**src/rtl/aes_pkg.sv**
```systemverilog
// Shared types and constants for the INV_AES job scheduler.
// Byte i of every 128-bit bus sits at bits [8i+7:8i].
package aes_pkg;

  localparam int BLOCK_W = 128;
  localparam int KEY_W   = 128;

  typedef enum logic [1:0] {
    IDLE,
    RUN,
    RESP
  } state_t;

  // FIPS-197 AES-128 vector, byte 0 in the low bits.
  localparam logic [BLOCK_W-1:0] FIPS_CT  = 128'h5ac5b47080b7cdd830047b6ad8e0c469;
  localparam logic [KEY_W-1:0]   FIPS_KEY = 128'h0f0e0d0c0b0a09080706050403020100;
  localparam logic [BLOCK_W-1:0] FIPS_PT  = 128'hffeeddccbbaa99887766554433221100;

endpackage

```
**src/rtl/aes_dec_scheduler_if.sv**
```systemverilog
// Host-side request/response bundle of the INV_AES scheduler.
// master = host requesters, slave = scheduler.
interface aes_dec_scheduler_if
  import aes_pkg::*;
#(
  parameter int NUM_REQ = 4
) ();
  localparam int ID_W = $clog2(NUM_REQ);

  logic [NUM_REQ-1:0]         req_valid;
  logic [NUM_REQ-1:0]         req_ready;
  logic [NUM_REQ*BLOCK_W-1:0] req_data;
  logic [NUM_REQ*KEY_W-1:0]   req_key;
  logic                       resp_valid;
  logic                       resp_ready;
  logic [BLOCK_W-1:0]         resp_data;
  logic [ID_W-1:0]            resp_id;
  logic                       resp_err;

  modport master (
    output req_valid, req_data, req_key, resp_ready,
    input  req_ready, resp_valid, resp_data, resp_id, resp_err
  );

  modport slave (
    input  req_valid, req_data, req_key, resp_ready,
    output req_ready, resp_valid, resp_data, resp_id, resp_err
  );
endinterface

```
**src/rtl/rr_arbiter.sv**
```systemverilog
// Combinational round-robin grant: lowest requester above last_grant wins,
// otherwise wrap to the lowest requester overall.
module rr_arbiter #(
  parameter int  NUM_REQ = 4,
  localparam int ID_W    = $clog2(NUM_REQ)
) (
  input  logic [NUM_REQ-1:0] req,
  input  logic [ID_W-1:0]    last_grant,
  output logic [NUM_REQ-1:0] gnt,
  output logic [ID_W-1:0]    gnt_id,
  output logic               gnt_any
);
  logic [NUM_REQ-1:0] hi_mask;
  logic [NUM_REQ-1:0] req_hi;
  logic [NUM_REQ-1:0] pick;
  logic [NUM_REQ-1:0] id_sel [ID_W];

  for (genvar g = 0; g < NUM_REQ; g++) begin : g_mask
    assign hi_mask[g] = (ID_W'(g) > last_grant);
  end

  assign req_hi  = req & hi_mask;
  assign pick    = (|req_hi) ? req_hi : req;
  // Isolate the lowest set bit of the chosen vector.
  assign gnt     = pick & (~pick + NUM_REQ'(1));
  assign gnt_any = |req;

  for (genvar b = 0; b < ID_W; b++) begin : g_enc_bit
    for (genvar g = 0; g < NUM_REQ; g++) begin : g_enc_req
      assign id_sel[b][g] = gnt[g] && (((g >> b) & 1) != 0);
    end
    assign gnt_id[b] = |id_sel[b];
  end
endmodule

```
**src/rtl/aes_dec_scheduler.sv**
```systemverilog
// Round-robin scheduler sharing one INV_AES core among NUM_REQ requesters.
// Optional core watchdog: define AES_SCHED_TIMEOUT_EN.
module aes_dec_scheduler
  import aes_pkg::*;
#(
  parameter int NUM_REQ        = 4,
  parameter int TIMEOUT_CYCLES = 64
) (
  input  logic               clk,
  input  logic               rst,
  aes_dec_scheduler_if.slave bus,
  output logic               busy,
  output logic               core_read_en,
  output logic [BLOCK_W-1:0] core_data,
  output logic [KEY_W-1:0]   core_key,
  input  logic               core_done,
  input  logic [BLOCK_W-1:0] core_out_data
);
  localparam int ID_W = $clog2(NUM_REQ);

  state_t             state_q, state_d;
  logic [ID_W-1:0]    last_grant_q;
  logic [ID_W-1:0]    resp_id_q;
  logic [BLOCK_W-1:0] resp_data_q;
  logic [NUM_REQ-1:0] gnt;
  logic [ID_W-1:0]    gnt_id;
  logic               gnt_any;
  logic               grant;
  logic               tmo_hit;
  logic [BLOCK_W-1:0] data_arr [NUM_REQ];
  logic [KEY_W-1:0]   key_arr  [NUM_REQ];

  for (genvar g = 0; g < NUM_REQ; g++) begin : g_unpack
    assign data_arr[g] = bus.req_data[g*BLOCK_W +: BLOCK_W];
    assign key_arr[g]  = bus.req_key[g*KEY_W +: KEY_W];
  end

  rr_arbiter #(.NUM_REQ(NUM_REQ)) u_arb (
    .req        (bus.req_valid),
    .last_grant (last_grant_q),
    .gnt        (gnt),
    .gnt_id     (gnt_id),
    .gnt_any    (gnt_any)
  );

  assign grant = (state_q == IDLE) && gnt_any;

`ifdef AES_SCHED_TIMEOUT_EN
  localparam int CNT_W = $clog2(TIMEOUT_CYCLES + 1);
  logic [CNT_W-1:0] tmo_cnt_q;
  logic             err_q;

  // Counter is zero on the first RUN cycle; the limit-th RUN cycle aborts.
  assign tmo_hit = (state_q == RUN) && !core_done &&
                   (tmo_cnt_q == CNT_W'(TIMEOUT_CYCLES - 1));

  always_ff @(posedge clk or posedge rst) begin
    if (rst) begin
      tmo_cnt_q <= '0;
      err_q     <= 1'b0;
    end else begin
      if (state_q == RUN) tmo_cnt_q <= tmo_cnt_q + CNT_W'(1);
      else                tmo_cnt_q <= '0;
      if ((state_q == RUN) && (core_done || tmo_hit)) err_q <= tmo_hit;
    end
  end

  assign bus.resp_err = err_q;
`else
  assign tmo_hit      = 1'b0;
  assign bus.resp_err = 1'b0;
`endif

  always_ff @(posedge clk or posedge rst) begin
    if (rst) state_q <= IDLE;
    else     state_q <= state_d;
  end

  always_comb begin
    state_d       = state_q;
    bus.req_ready = '0;
    case (state_q)
      IDLE: if (gnt_any) begin
        bus.req_ready = gnt;
        state_d       = RUN;
      end
      RUN:  if (core_done || tmo_hit) state_d = RESP;
      RESP: if (bus.resp_ready) state_d = IDLE;
      default: state_d = IDLE;
    endcase
  end

  always_ff @(posedge clk or posedge rst) begin
    if (rst) begin
      last_grant_q <= ID_W'(NUM_REQ - 1);
      resp_id_q    <= '0;
      resp_data_q  <= '0;
      core_data    <= '0;
      core_key     <= '0;
    end else begin
      if (grant) begin
        core_data    <= data_arr[gnt_id];
        core_key     <= key_arr[gnt_id];
        resp_id_q    <= gnt_id;
        last_grant_q <= gnt_id;
      end
      if ((state_q == RUN) && core_done) resp_data_q <= core_out_data;
      else if (tmo_hit)                  resp_data_q <= '0;
    end
  end

  assign busy           = (state_q != IDLE);
  assign core_read_en   = (state_q == RUN);
  assign bus.resp_valid = (state_q == RESP);
  assign bus.resp_data  = resp_data_q;
  assign bus.resp_id    = resp_id_q;
endmodule
```
**src/flat_wrapper.sv**
```systemverilog
// flat-port wrapper written by rule: the top's interface ports become plain ports
module aes_dec_scheduler_flat import aes_pkg::*;
#(
  parameter int NUM_REQ        = 4,
  parameter int TIMEOUT_CYCLES = 64
)
  (clk, rst, busy, core_read_en, core_data, core_key, core_done, core_out_data, bus_req_valid, bus_req_data, bus_req_key, bus_resp_ready, bus_req_ready, bus_resp_valid, bus_resp_data, bus_resp_id, bus_resp_err);
  aes_dec_scheduler_if #(.NUM_REQ(NUM_REQ)) bus_i ();
  input  logic clk;
  input  logic rst;
  output logic busy;
  output logic core_read_en;
  output logic [BLOCK_W-1:0] core_data;
  output logic [KEY_W-1:0] core_key;
  input  logic core_done;
  input  logic [BLOCK_W-1:0] core_out_data;
  input wire logic [$bits(bus_i.req_valid)-1:0] bus_req_valid;
  input wire logic [$bits(bus_i.req_data)-1:0] bus_req_data;
  input wire logic [$bits(bus_i.req_key)-1:0] bus_req_key;
  input wire logic [$bits(bus_i.resp_ready)-1:0] bus_resp_ready;
  output wire logic [$bits(bus_i.req_ready)-1:0] bus_req_ready;
  output wire logic [$bits(bus_i.resp_valid)-1:0] bus_resp_valid;
  output wire logic [$bits(bus_i.resp_data)-1:0] bus_resp_data;
  output wire logic [$bits(bus_i.resp_id)-1:0] bus_resp_id;
  output wire logic [$bits(bus_i.resp_err)-1:0] bus_resp_err;
  assign bus_i.req_valid = bus_req_valid;
  assign bus_i.req_data = bus_req_data;
  assign bus_i.req_key = bus_req_key;
  assign bus_i.resp_ready = bus_resp_ready;
  assign bus_req_ready = bus_i.req_ready;
  assign bus_resp_valid = bus_i.resp_valid;
  assign bus_resp_data = bus_i.resp_data;
  assign bus_resp_id = bus_i.resp_id;
  assign bus_resp_err = bus_i.resp_err;
  aes_dec_scheduler #(.NUM_REQ(NUM_REQ), .TIMEOUT_CYCLES(TIMEOUT_CYCLES)) u_core (.clk(clk), .rst(rst), .bus(bus_i), .busy(busy), .core_read_en(core_read_en), .core_data(core_data), .core_key(core_key), .core_done(core_done), .core_out_data(core_out_data));
endmodule
```
**config.mk**
```make
export PLATFORM = sky130hd
export DESIGN_NAME = aes_dec_scheduler_flat
export DESIGN_NICKNAME = d
export VERILOG_FILES = /design/src/rtl/aes_pkg.sv /design/src/rtl/aes_dec_scheduler_if.sv /design/src/rtl/rr_arbiter.sv /design/src/rtl/aes_dec_scheduler.sv /design/src/flat_wrapper.sv
export SDC_FILE = /design/constraint.sdc
export NUM_CORES = 1
export LEC_CHECK = 0
export CORE_AREA = 2 2 610 612
export CTS_CLUSTER_SIZE = 40
export DETAILED_ROUTE_END_ITERATION = 8
export DIE_AREA = 0 0 612 614
export SYNTH_ARGS = -nofsm -noshare
export SYNTH_HDL_FRONTEND = slang
export SYNTH_HIERARCHICAL = 1
export SYNTH_SLANG_ARGS = --single-unit
```
**constraint.sdc**
```tcl
create_clock -name clk -period 16.4 [get_ports clk]
set_clock_uncertainty 0.2 [all_clocks]
set_input_delay 3.28 -clock clk [delete_from_list [all_inputs] [get_ports clk]]
set_output_delay 3.28 -clock clk [all_outputs]
set_load 0.02 [all_outputs]
```
==> impl_metrics.env, run 1 <==
export IMPL_fin_crit_sh_pct=54.3
export IMPL_ys_top_cells_by_area="dfrtp_1 (44%), mux4_2 (26%), mux2_4 (14%)"
export IMPL_leakage_nw=15.8
export IMPL_reg2reg_to="u_core/core_key[127]"
export IMPL_grt_pass1_wl_mm=312
export IMPL_grt_max_degree=112
export IMPL_rsz0062_at_grt="false"
export IMPL_dieArea_um2=376000
export IMPL_grt_pass1_vias=21000
export IMPL_avgSynthCellArea_um2=18.5
export IMPL_insertion_delay_ps=740
export IMPL_antenna_found_initial=293
export IMPL_via_per_inst=2.63
export IMPL_cts_sinks=390
export IMPL_crit_arrival_ps=5430
export IMPL_worst_pin_slew_ps=1040
export IMPL_coreArea_um2=370000
export IMPL_synth_area_um2=21800
export IMPL_p_seq_share_pct=21.5
export IMPL_initial_core_util_pct=5.90
export IMPL_grtUsageTotal_pct=13.6
export IMPL_cp_end_kind="output pin"
export IMPL_cp_max_fo=7
export IMPL_cts_hold_buf=0
export IMPL_path_class="input port to output pin"
export IMPL_synth_seq_area_share_pct=44.7
export IMPL_cts_buffers=57
export IMPL_holdPathStages=1
export IMPL_power_share_combinational_pct=63.0
export IMPL_dpl_hpwl_mm=240
export IMPL_synthArstFlopShare_pct=100
export IMPL_drv_cap=0
export IMPL_synth_distinct_cells=36
export IMPL_synth_cells=1183
export IMPL_hp_start="u_core/bus.resp_id[0]"
export IMPL_synth_area_leader_cell="dfrtp_1"
export IMPL_drive_above_1_share_pct=28.3
export IMPL_first_pass_iters=5
export IMPL_r2r_slack_ps=11520
export IMPL_io_buffer_count=1552
export IMPL_drtIter0Drc=1238
export IMPL_setup_viol=0
export IMPL_ios=1554
export IMPL_htreeDepth=2
export IMPL_gp_congestion=0.954
export IMPL_ant_nets=0
export IMPL_timing_fmax_ghz=0.112
export IMPL_clk_pin_slew_worst_paths_ps=60
export IMPL_die_h_um=614
export IMPL_cp_start_kind="input port"
export IMPL_n_fill_cell=41700
export IMPL_clock_power_share_pct=15.5
export IMPL_slew_violations=0
export IMPL_status="complete, no violations"
export IMPL_fin_tns_setup_ps=0
export IMPL_synth_warnings=6
export IMPL_ys_flop_type="dfrtp_1"
export IMPL_fin_crit_ps=8910
export IMPL_required_ps=12920
export IMPL_cts_path_max_buffers=3
export IMPL_finalHoldViolCount=0
export IMPL_synth_edf_count=0
export IMPL_intPower_mw=4.78
export IMPL_grt_overflow_total=0
export IMPL_synth_top_cell_area_share_pct=44.5
export IMPL_relSlewSlack_pct=30.2
export IMPL_synth_nets=2343
export IMPL_syn_to_final_growth_pct=106
export IMPL_wirelength_mm=265
export IMPL_num_rows=224
export IMPL_cellPowerDensity_nw_per_um2=190
export IMPL_power_switching_mw=3.75
export IMPL_cts_setup_buffers=0
export IMPL_nNetsFinal=3877
export IMPL_p_sw_share_pct=44.0
export IMPL_vias=20500
export IMPL_finish_utilization_pct=12.2
export IMPL_hold_end="u_core/bus.resp_id[0]"
export IMPL_hp_class="flop to flop"
export IMPL_synth_seq_cells=390
export IMPL_r2r_start="u_core/last_grant_q[1]"
export IMPL_cts_resized=0
export IMPL_drc=0
export IMPL_peakVddDrop_mv=0.0907
export IMPL_cts_tree="yes"
export IMPL_cts_root_buffer="clkbuf_16"
export IMPL_fp_dieW_um=612
export IMPL_reg2regPathDepth=8
export IMPL_wire_per_inst_um=34.1
## per-stage QoR
step | cell area [um^2] | setup WS, ps | hold slack [ps] | total power [mW] | std cells
2_1_floorplan | 21800 | 2080 | 339 | 4.59 | 1183
3_3_place_gp | 42900 | 7450 | 266 | 7.34 | 7630
3_5_place_dp | 42900 | 7520 | 284 | 7.38 | 7630
4_1_cts | 44900 | 7510 | 297 | 8.78 | 7736
5_1_grt | 45000 | 7440 | 319 | 8.98 | 7759
6_report | 45000 | 7490 | 289 | 8.54 | 7785
## layer usage
layer / track usage, % / vias up / routed length [um] / part of all wire (%)
met2: 22.3 / 1413 / 124000 / 47
met1: 14.1 / 10400 / 93800 / 35
met4: 4.87 / 142 / 11200 / 4.2
li1: - / 7886 / - / -
met5: 0 / - / 947 / 0.36
met3: 8.33 / 677 / 34900 / 13
## synth_stat cells, types with 2 or more instances
master    number
and2_1         4
inv_1          4
clkbuf_1      10
a21o_1         3
mux4_2       256
buf_1         13
a21oi_1        3
buf_4         19
o21ai_0        7
buf_12        22
mux2_2       179
buf_2         33
nor2_1         6
dfrtp_1      388
nand2_1        2
dfstp_2        2
nand2b_1       4
mux2_4       207
buf_6          4
## power by group through the flow
| stage | combinational [mW] | clock (mW) | sequential [mW] |
|---|---|---|---|
| 5_1_grt | 5.66 | 1.41 | 1.90 |
| 4_1_cts | 5.54 | 1.39 | 1.85 |
| 6_report | 5.38 | 1.32 | 1.84 |
| 2_1_floorplan | 2.24 | 0 | 2.35 |
| 3_5_place_dp | 5.52 | 0 | 1.86 |
| 3_3_place_gp | 5.50 | 0 | 1.85 |
## placed cells by master (no fill, tap or decap), types with 7 or more instances in the layout
cell type | synthesis | routed
clkdlybuf4s50_1 | 0 | 1546
clkbuf_16 | 0 | 57
dfrtp_1 | 388 | 388
mux2_4 | 207 | 207
o21ai_0 | 7 | 7
buf_4 | 19 | 29
clkbuf_1 | 10 | 9
clkbuf_8 | 0 | 11
diode_2 | 0 | 49
mux2_2 | 179 | 179
mux4_2 | 256 | 256
clkinv_2 | 0 | 9
## worst max path at each step
stage	from	to	slack [ps]
floorplan	rst	u_core/bus.resp_data[0]	2080
global placement	bus_req_valid[1]	bus_req_ready[3]	7450
detailed placement	bus_req_valid[1]	bus_req_ready[3]	7520
CTS	bus_req_valid[1]	bus_req_ready[3]	7510
global route	bus_req_valid[1]	bus_req_ready[3]	7440
finish	bus_req_valid[1]	bus_req_ready[3]	7490
## kinds of logic (layout without fill, tap and decap cells)
kind of cell    count (synthesis)  after routing  synth area share (%)
mux                           642            642                  49.9
flops                         390            390                  44.7
buf+inv                       108           1689                  4.22
simple gates                   25             25                 0.693
compound gates                 17             17                 0.493
other cells                     1             50                0.0172
## flip-flops by register name (all words and copies together), names as in the netlist
signal,cells
u_core/core_key,128
u_core/bus.resp_id,2
u_core/last_grant_q,2
u_core/core_data,128
u_core/bus.resp_data,128
u_core/state_q,2
## worst max-delay path: stages
cell             delay (ps)
clkdlybuf4s50_1         670
nor2_1                  160
nand2_1                 110
nor3b_2                 340
and2_1                  240
clkdlybuf4s50_1         630
## area by class of cell
| class | count | area [um^2] | area share (%) |
|---|---|---|---|
| well taps | 4972 | 6220 | 13.8 |
| clock buffers | 77 | 1610 | 3.58 |
| repair buffers | 1578 | 15800 | 35.0 |
| clock inverters | 29 | 348 | 0.772 |
| diodes | 49 | 123 | 0.272 |
| multi-input cells | 685 | 11200 | 24.8 |
| flip-flops and latches | 390 | 9760 | 21.7 |
| inverters | 5 | 26.3 | 0.0584 |
Note: power is estimated with default switching activity, not from simulation.
==> inputs of run 2 (changes only) <==
clock period = 8.15 ns   (was 16.4 ns; I/O delays follow)
==> run 2 against run 1 <==
Cell area grew 0.27%. Sequential power grew 100%. Via count shrank 0.63%. Global-route usage grew 0.10 points. Setup slack lost 5200 ps. First-iteration DRC count grew 9.5%. Core utilization is essentially flat. Clock power grew 92%. Routed wire length grew 1.0%.
==> impl_metrics.env, run 2 (synthesis results as in run 1) <==
export IMPL_status="complete, no violations"
export IMPL_dr_wl_met2_mm=126
export IMPL_p_sw_share_pct=44.2
export IMPL_crit_slowest_cell="clkdlybuf4s50_1"
export IMPL_hold_end="u_core/bus.resp_id[1]"
export IMPL_worst_pin_slew_ps=1040
export IMPL_io_buffer_count=1552
export IMPL_cp_cell_sequence="clkdlybuf4s50_1 -> nor2_1 -> nand2_1 -> nor3b_2 -> and2_1 -> clkdlybuf4s50_1"
export IMPL_dpl_hpwl_mm=244
export IMPL_hp_start="u_core/bus.resp_id[1]"
export IMPL_wirelength_mm=268
export IMPL_cp_start_kind="input port"
export IMPL_relSlewSlack_pct=30.1
export IMPL_timing_fmax_ghz=0.171
export IMPL_reg2regPathDepth=6
export IMPL_gp_congestion=0.974
export IMPL_ant_nets=0
export IMPL_clock_power_share_pct=14.8
export IMPL_grt_pass1_vias=21000
export IMPL_cts_sinks=390
export IMPL_cts_setup_buffers=0
export IMPL_grt_pass1_wl_mm=313
export IMPL_grtUsageTotal_pct=13.7
export IMPL_cp_end_kind="output pin"
export IMPL_coreArea_um2=370000
export IMPL_route_layer_met1_wl_mm=93.9
export IMPL_ios=1554
export IMPL_cts_resized=0
export IMPL_hp_class="flop to flop"
export IMPL_insertion_delay_ps=710
export IMPL_crit_buf_inv=2
export IMPL_holdPathStages=1
export IMPL_initial_core_util_pct=5.90
export IMPL_cts_tree="yes"
export IMPL_path_common_cell="clkdlybuf4s50_1"
export IMPL_grt_max_degree=130
export IMPL_cts_path_max_buffers=3
export IMPL_cellPowerDensity_nw_per_um2=381
export IMPL_fp_dieW_um=612
export IMPL_clk_pin_slew_worst_paths_ps=60
export IMPL_placed_cell_area_um2=43100
export IMPL_power_switching_mw=7.60
export IMPL_cts_root_buffer="clkbuf_16"
export IMPL_p_seq_share_pct=21.9
export IMPL_drive_above_1_share_pct=28.3
export IMPL_num_rows=224
export IMPL_slowest_delay_ps=710
export IMPL_peakVddDrop_mv=0.243
export IMPL_via_per_inst=2.61
export IMPL_final_cell_mix="clkdlybuf4s50_1 (1546), dfrtp_1 (388), mux4_2 (256)"
export IMPL_antenna_found_initial=261
export IMPL_wire_per_inst_um=34.4
export IMPL_nNetsFinal=3884
export IMPL_cts_hold_buf=0
export IMPL_path_class="input port to output pin"
export IMPL_vias=20300
export IMPL_finalHoldViolCount=0
export IMPL_slew_violations=0
export IMPL_grt_overflow_total=0
export IMPL_fin_tns_setup_ps=0
export IMPL_required_ps=6320
export IMPL_htreeDepth=2
export IMPL_fin_crit_ps=5840
export IMPL_leakage_nw=15.9
export IMPL_crit_arrival_ps=4010
export IMPL_cp_max_fo=7
export IMPL_die_h_um=614
export IMPL_wl_met3_mm=35.8
export IMPL_drc=0
export IMPL_rsz0062_at_grt="false"
export IMPL_fin_crit_sh_pct=71.7
export IMPL_drtIter0Drc=1355
export IMPL_top_layer_used="met5"
export IMPL_power_share_combinational_pct=63.3
export IMPL_syn_to_final_growth_pct=107
export IMPL_finish_utilization_pct=12.2
export IMPL_cts_buffers=54
export IMPL_r2r_start="u_core/last_grant_q[1]"
export IMPL_r2r_slack_ps=4650
export IMPL_crit_family="buffers and inverters"
export IMPL_first_pass_iters=5
export IMPL_finalInstanceArea_um2=45200
export IMPL_drv_cap=0
export IMPL_intPower_mw=9.60
export IMPL_final_common_cell="clkdlybuf4s50_1"
export IMPL_dieArea_um2=376000
export IMPL_setup_viol=0
export IMPL_reg2reg_to="u_core/core_data[88]"
run 2: power groups by stage:
stage	sequential, mW	clock (mW)	combinational (mW)
floorplan	4.72	0	4.50
global placement	3.81	0	11.1
detailed placement	3.82	0	11.2
CTS	3.81	2.66	11.2
global route	3.90	2.72	11.4
finish	3.77	2.54	10.9
run 2: worst max path at each step:
stage,from,endpoint,slack (ps),cells past startpoint
2_1_floorplan,rst,u_core/bus.resp_data[0],1080,1
3_3_place_gp,bus_req_valid[1],bus_req_ready[0],2240,6
3_5_place_dp,bus_req_valid[1],bus_req_ready[0],2330,6
4_1_cts,bus_req_valid[1],bus_req_ready[0],2320,6
5_1_grt,bus_req_valid[1],bus_req_ready[0],2240,6
6_report,bus_req_valid[0],bus_req_ready[0],2310,6
run 2: layout make-up:
class,instances,area [um^2]
Antenna cell,64,160
Clock buffer,77,1570
Timing Repair Buffer,1588,16000
Tap cell,4972,6220
Multi-Input combinational cell,685,11200
Inverter,5,22.5
Sequential cell,390,9760
Clock inverter,22,280
Fill cell,41700,325000
run 2: layer usage:
metal | track usage [%] | up-vias
li1 | - | 7910
met1 | 14.3 | 10300
met2 | 22.7 | 1440
met3 | 8.01 | 598
met4 | 4.69 | 134
met5 | 0 | -
run 2: worst reg2reg max path, stage by stage, from the launching register on:
cell      delay (ps)
dfstp_2          650
o21ai_0          190
o311ai_4         120
buf_4            530
buf_12           630
mux4_2           790
mux2_4           270
run 2: stage by stage:
step / setup WS, ps / cells / power, mW / hold WS [ps]
detailed placement: 2330 / 7640 / 15.0 / 293
CTS: 2320 / 7739 / 17.7 / 306
finish: 2310 / 7803 / 17.2 / 308
global route: 2240 / 7764 / 18.0 / 315
global placement: 2240 / 7639 / 14.9 / 290
floorplan: 1080 / 1183 / 9.23 / 339
